--- src/rtl/bias_pkg.sv ---
// Shared constants, FSM state type and lane slicing helper for the bias stream buffer.
package bias_pkg;

    localparam int DEF_DATA_W = 8;
    localparam int DEF_LANES  = 4;

    typedef enum logic {
        IDLE   = 1'b0,
        STREAM = 1'b1
    } state_t;

    // Bit offset of a lane inside a packed multi-lane beat.
    function automatic int unsigned lane_lsb(input int unsigned lane, input int unsigned width);
        return lane * width;
    endfunction

endpackage

--- src/rtl/bias_bank.sv ---
// Bias storage: one write port, LANES wrapping combinational read ports, per-entry loaded flags.
module bias_bank
    import bias_pkg::*;
#(
    parameter int DATA_W = DEF_DATA_W,
    parameter int DEPTH  = 32,
    parameter int LANES  = DEF_LANES,
    parameter int ADDR_W = $clog2(DEPTH)
) (
    input  logic                    clk,
    input  logic                    rst,
    input  logic                    we,
    input  logic [ADDR_W-1:0]       waddr,
    input  logic [DATA_W-1:0]       wdata,
    input  logic [ADDR_W-1:0]       rbase,
    output logic [LANES*DATA_W-1:0] rdata,
    output logic [LANES-1:0]        rloaded
);

    logic [DATA_W-1:0] mem [DEPTH];
    logic [DEPTH-1:0]  loaded;

    // Contents are deliberately left unreset; only the loaded flags are cleared.
    always_ff @(posedge clk) begin
        if (we) begin
            mem[waddr] <= wdata;
        end
    end

    always_ff @(posedge clk or posedge rst) begin
        if (rst) begin
            loaded <= '0;
        end else if (we) begin
            loaded[waddr] <= 1'b1;
        end
    end

    // DEPTH is a power of two, so ADDR_W-bit addition wraps modulo DEPTH.
    always_comb begin
        rdata   = '0;
        rloaded = '0;
        for (int unsigned i = 0; i < LANES; i++) begin
            rdata[lane_lsb(i, DATA_W) +: DATA_W] = mem[rbase + ADDR_W'(i)];
            rloaded[i]                           = loaded[rbase + ADDR_W'(i)];
        end
    end

endmodule

--- src/rtl/bias_stream_buffer.sv ---
// Writable bias store that streams LANES-wide beats to the accumulator over valid/ready.
module bias_stream_buffer
    import bias_pkg::*;
#(
    parameter int DATA_W = DEF_DATA_W,
    parameter int DEPTH  = 32,
    parameter int LANES  = DEF_LANES,
    parameter int ADDR_W = $clog2(DEPTH),
    parameter int CNT_W  = 8
) (
    input  logic                    clk,
    input  logic                    rst,
    input  logic                    ld_valid,
    output logic                    ld_ready,
    input  logic [ADDR_W-1:0]       ld_addr,
    input  logic [DATA_W-1:0]       ld_data,
    input  logic                    req_valid,
    output logic                    req_ready,
    input  logic [ADDR_W-1:0]       req_base,
    input  logic [CNT_W-1:0]        req_beats,
    output logic                    out_valid,
    input  logic                    out_ready,
    output logic [LANES*DATA_W-1:0] out_data,
    output logic                    out_last,
    output logic                    done,
    output logic                    busy,
    output logic                    err,
    input  logic                    err_clr
);

    state_t                    state;
    logic [ADDR_W-1:0]         ptr;
    logic [CNT_W-1:0]          rem;
    logic                      done_zero;

    logic                      idle;
    logic                      ld_fire;
    logic                      req_fire;
    logic                      last_fire;
    logic                      load_beat;
    logic [ADDR_W-1:0]         rd_base;
    logic [CNT_W-1:0]          beat_rem;
    logic [LANES*DATA_W-1:0]   bank_data;
    logic [LANES-1:0]          bank_loaded;
    logic [LANES*DATA_W-1:0]   beat_data;
    logic                      beat_err;

    assign idle      = (state == IDLE);
    assign ld_ready  = idle;
    assign req_ready = idle && !ld_valid;
    assign ld_fire   = ld_valid && ld_ready;
    assign req_fire  = req_valid && req_ready;
    assign last_fire = !idle && out_valid && out_ready && out_last;
    assign done      = done_zero || last_fire;
    assign busy      = !idle;

    // The first beat is fetched straight from req_base on the accepting edge so
    // out_valid rises one cycle after the request; later beats come from ptr.
    assign rd_base   = idle ? req_base  : ptr;
    assign beat_rem  = idle ? req_beats : rem;
    assign load_beat = idle ? (req_fire && req_beats != '0)
                            : ((!out_valid || out_ready) && rem != '0);

    bias_bank #(
        .DATA_W (DATA_W),
        .DEPTH  (DEPTH),
        .LANES  (LANES),
        .ADDR_W (ADDR_W)
    ) u_bank (
        .clk     (clk),
        .rst     (rst),
        .we      (ld_fire),
        .waddr   (ld_addr),
        .wdata   (ld_data),
        .rbase   (rd_base),
        .rdata   (bank_data),
        .rloaded (bank_loaded)
    );

    always_comb begin
        beat_data = '0;
        for (int unsigned i = 0; i < LANES; i++) begin
            if (bank_loaded[i]) begin
                beat_data[lane_lsb(i, DATA_W) +: DATA_W] = bank_data[lane_lsb(i, DATA_W) +: DATA_W];
            end
        end
    end

    assign beat_err = ~&bank_loaded;

    always_ff @(posedge clk or posedge rst) begin
        if (rst) begin
            state     <= IDLE;
            ptr       <= '0;
            rem       <= '0;
            done_zero <= 1'b0;
            out_valid <= 1'b0;
            out_data  <= '0;
            out_last  <= 1'b0;
        end else begin
            done_zero <= req_fire && (req_beats == '0);

            if (idle) begin
                if (req_fire && req_beats != '0) begin
                    state <= STREAM;
                end
            end else if (last_fire) begin
                state <= IDLE;
            end

            if (load_beat) begin
                out_valid <= 1'b1;
                out_data  <= beat_data;
                out_last  <= (beat_rem == CNT_W'(1));
                ptr       <= rd_base + ADDR_W'(LANES);
                rem       <= beat_rem - CNT_W'(1);
            end else if (out_valid && out_ready) begin
                out_valid <= 1'b0;
                out_last  <= 1'b0;
            end
        end
    end

    always_ff @(posedge clk or posedge rst) begin
        if (rst) begin
            err <= 1'b0;
        end else if (load_beat && beat_err) begin
            err <= 1'b1;
        end else if (err_clr) begin
            err <= 1'b0;
        end
    end

endmodule

--- config.mk ---
export PLATFORM = sky130hd
export DESIGN_NAME = bias_stream_buffer
export DESIGN_NICKNAME = d
export VERILOG_FILES = /design/src/rtl/bias_pkg.sv /design/src/rtl/bias_bank.sv /design/src/rtl/bias_stream_buffer.sv
export SDC_FILE = /design/constraint.sdc
export NUM_CORES = 1
export LEC_CHECK = 0
export ABC_CLOCK_PERIOD_IN_PS = 9750
export BUFFER_PORTS_ARGS = -buffer_cell sky130_fd_sc_hd__buf_4
export CAP_MARGIN = 20
export CORE_MARGIN = 2
export CORE_UTILIZATION = 40
export CTS_CLUSTER_SIZE = 30
export DETAILED_ROUTE_END_ITERATION = 16
export SLEW_MARGIN = 0
export SYNTH_ARGS = -nofsm -noshare
export SYNTH_HDL_FRONTEND = slang
export SYNTH_SLANG_ARGS = --single-unit
--- constraint.sdc ---
create_clock -name clk -period 9.75 [get_ports clk]
set_clock_uncertainty 0.15 [all_clocks]
set_input_delay 1.95 -clock clk [delete_from_list [all_inputs] [get_ports clk]]
set_output_delay 1.95 -clock clk [all_outputs]
set_load 0.05 [all_outputs]
==> flow_summary_export.csv <==
group,metric,value,unit
cts,cts_tree,"done",
cts,cts_sinks,338,
yosys,syn_nets,1607,
detailed_routing,drcViolationCount,0,
detailed_routing,routed_wl,69200,um
final_layout,drive_above_1_share,28.0,%
yosys,synthTopCellsByArea,"edfxtp_1, mux4_2, dfrtp_1",
placement,place_hpwl,44000,um
die,io_pins,71,
yosys,synth_top_family_by_area,"multiplexers",
yosys,ys_types,60,
flow_run,maxCapViolations,0,
yosys,synthArstFlopShare,24.3,%
yosys,yosys.area_share.simple,10.7,%
die,start_util,40.4,%
timing,period_needed,6.10,ns
cts,postCtsSetupBuffers,0,
worst_setup_path,path_cells,"buf_4, mux2i_4, buf_4, inv_2, buf_4, ha_1, nand2_1, xor2_2, buf_4, mux4_2, mux2i_1, mux2i_1, nor2_1, a22o_1",
min_path,hold_path.class,"reg -> reg",
detailed_routing,via_per_inst,6.52,
detailed_routing,detail-route-antenna-nets,0,
detailed_routing,wl_per_cell,30.0,um
worst_setup_path,critical_path_peak_fanout,53,
die,dieWidth,232,um
min_path,min_from,"out_data[31]$_DFFE_PP0P_",
worst_setup_path,crit_start,"req_base[1]",
timing,hold_viol_final,0,
detailed_routing,vias,15000,
pwr,power_density,362,nW/um^2
yosys,avgSynthCellArea,13.2,sq um
final_layout,syn_to_final_growth,12.0,%
cts,clkTransAtPathRegs,0.06,ns
timing,finalCritPeriodShare,62.5,%
timing,maxSlewViolCount,0,
final_layout,nNetsFinal,1632,
cts,cts_hold_buf,0,
status,outcome,"finished, final reports clean",
detailed_routing,first_pass_iters,6,
yosys,syn_inst,1568,
pwr,total_leakage_power,8.54,nW
die,die_h,232,um
global_routing,grt_overflow,0,
cts,clock-root-buffer,"clkbuf_16",
final_layout,fill_cells,4592,
timing,tightest_slew,1.24,ns
yosys,synth-edff-count,256,
timing,fin_ws,3.65,ns
yosys,synth_xor_area_share,0.893,%
yosys,yosys_warnings,0,
die,rows,83,
yosys,synth.largest_area_cell,"edfxtp_1",
global_routing,first_global_vias,14500,
timing,setup_viol,0,
worst_setup_path,cp-start-kind,"input pin",
yosys,synth_top_area_share,37.1,%
worst_setup_path,cpMostUsedCell,"buf_4",
worst_setup_path,path_class,"in -> reg",
yosys,synth_mux_area_share,31.8,%
cts,clock_latency,0.57,ns
yosys,synthAdderAreaFrac,0.422,%
worst_setup_path,worstPathArrival,6.45,ns
global_routing,antenna_found_initial,4,
placement,pre_cts_slack,3.18,ns
timing,fmax,0.164,GHz
timing,tns,0,ns
yosys,synthesis.area,20700,sq um
yosys,synth-compound-area-share,5.95,%
timing,rsz0062_at_grt,"no",
cts,ctsResizeCount,0,
detailed_routing,drtIter0Drc,2427,
global_routing,grt_usage,25.9,%
yosys,ys_seq_elements,338,
pwr,ir_drop,245,uV
die,core_area,51300,sq um
placement,io_buffers,70,
worst_setup_path,critPathMaxStageDelay,0.69,ns
worst_setup_path,worst_path_max_delay_cell,"buf_4",
cts,clockBufferDepth,3,
timing,slew_headroom,17.1,%
yosys,synth_most_common_cell,"nand2_1",
global_routing,grt_max_degree,138,
worst_setup_path,cp.required,10.10,ns
worst_setup_path,cp-end-kind,"flip-flop",
cts,numCtsBuffers,38,
yosys,netlist_top_cells_count,"nand2_1, edfxtp_1, mux2i_1",
cts,htree_levels,2,
worst_setup_path,r2r-start,"busy$_DFF_PP0_",
global_routing,grt_pass1_wl,100000,um
placement,gp_congestion,0.920,
yosys,synth_flop_cell,"edfxtp_1",
yosys,yosysSeqAreaShare,47.0,%
die,die_area,53700,sq um
## metal layers
layer | track usage (%) | wire (um) | vias to the layer above
met3 | 7.02 | 7780 | 147
met2 | 37.0 | 29600 | 925
met1 | 37.4 | 29000 | 7723
met5 | 0 | 26 | -
met4 | 10.6 | 2760 | 4
li1 | - | - | 6227
## power breakdown
part	internal (W)	switching (W)	total [W]
Combinational	0.00220	0.00301	0.00521
Sequential	0.00166	0.000112	0.00177
Clock	0.000800	0.000620	0.00142
Total	0.00466	0.00374	0.00840
## metrics by stage
| step | std cells | utilization (%) | total power [W] | area (sq um) | hold slack (ns) |
|---|---|---|---|---|---|
| final | 2304 | 45.3 | 0.00840 | 23200 | 0.348 |
| after global routing | 2304 | 45.3 | 0.00877 | 23200 | 0.396 |
| after global placement | 2225 | 42.7 | 0.00686 | 21900 | 0.319 |
| after floorplan | 1568 | - | 0.00551 | 20700 | 0.323 |
| after detailed placement | 2228 | 42.7 | 0.00693 | 21900 | 0.337 |
| after CTS | 2298 | 45.1 | 0.00835 | 23100 | 0.351 |
## final timing paths
check	cells past startpoint	endpoint	slack, ns
hold / removal	2	out_data[31]$_DFFE_PP0P_	0.35
min in group asynchronous	2	u_bank.loaded[14]$_DFFE_PP0P_	1.32
hold reg to reg	2	out_data[31]$_DFFE_PP0P_	0.35
setup reg to reg	14	out_data[12]$_DFFE_PP0P_	4.25
setup / recovery	14	out_data[12]$_DFFE_PP0P_	3.65
max in group asynchronous	3	out_data[25]$_DFFE_PP0P_	6.99
## final cells by class
class | instances | area (sq um) | share of cell area [%]
clock inverter | 27 | 231 | 0.997
tap | 680 | 851 | 3.66
antenna | 1 | 2.50 | 0.0108
inverter | 11 | 52.6 | 0.226
multi-input combinational | 1098 | 10500 | 45.2
sequential | 338 | 9740 | 41.9
timing repair buffer | 106 | 891 | 3.84
clock buffer | 43 | 970 | 4.17
## logic make-up (layout without fill, tap and decap cells)
kind of cell | count (synthesis) | in the layout
mux | 410 | 410
fa+ha+maj | 7 | 7
other cells | 0 | 1
flops | 338 | 338
buf+inv | 132 | 187
compound gates | 166 | 166
xor+xnor | 16 | 16
simple gates | 499 | 499
## state kept, by name, summed over array words and instances, names as in the netlist
register and cells:
rem 8, err 1, out_valid 1, out_last 1
busy 1, ptr 5, done_zero 1, out_data 32
u_bank.mem 256, u_bank.loaded 32
## critical path, delay by kind of cell
kind	cells	cell delay (ns)
buf+inv	5	2.15
mux	4	0.93
simple gates	2	0.67
fa+ha+maj	1	0.33
compound gates	1	0.22
xor+xnor	1	0.13
## placed cells by master (no fill, tap or decap), types with 10 or more instances in the layout
cell	count
a21oi_1	13
a22o_1	16
a311oi_1	33
and3_1	43
buf_4	97
clkbuf_16	39
dfrtp_1	82
edfxtp_1	256
mux2_2	12
mux2i_1	200
mux4_2	193
nand2_1	285
nand3_1	44
nand4_1	10
nor2_1	22
nor2_2	31
o21ai_0	16
o21ai_1	13
o311ai_0	16
or2_2	32
(Power assumes the default switching activity.)
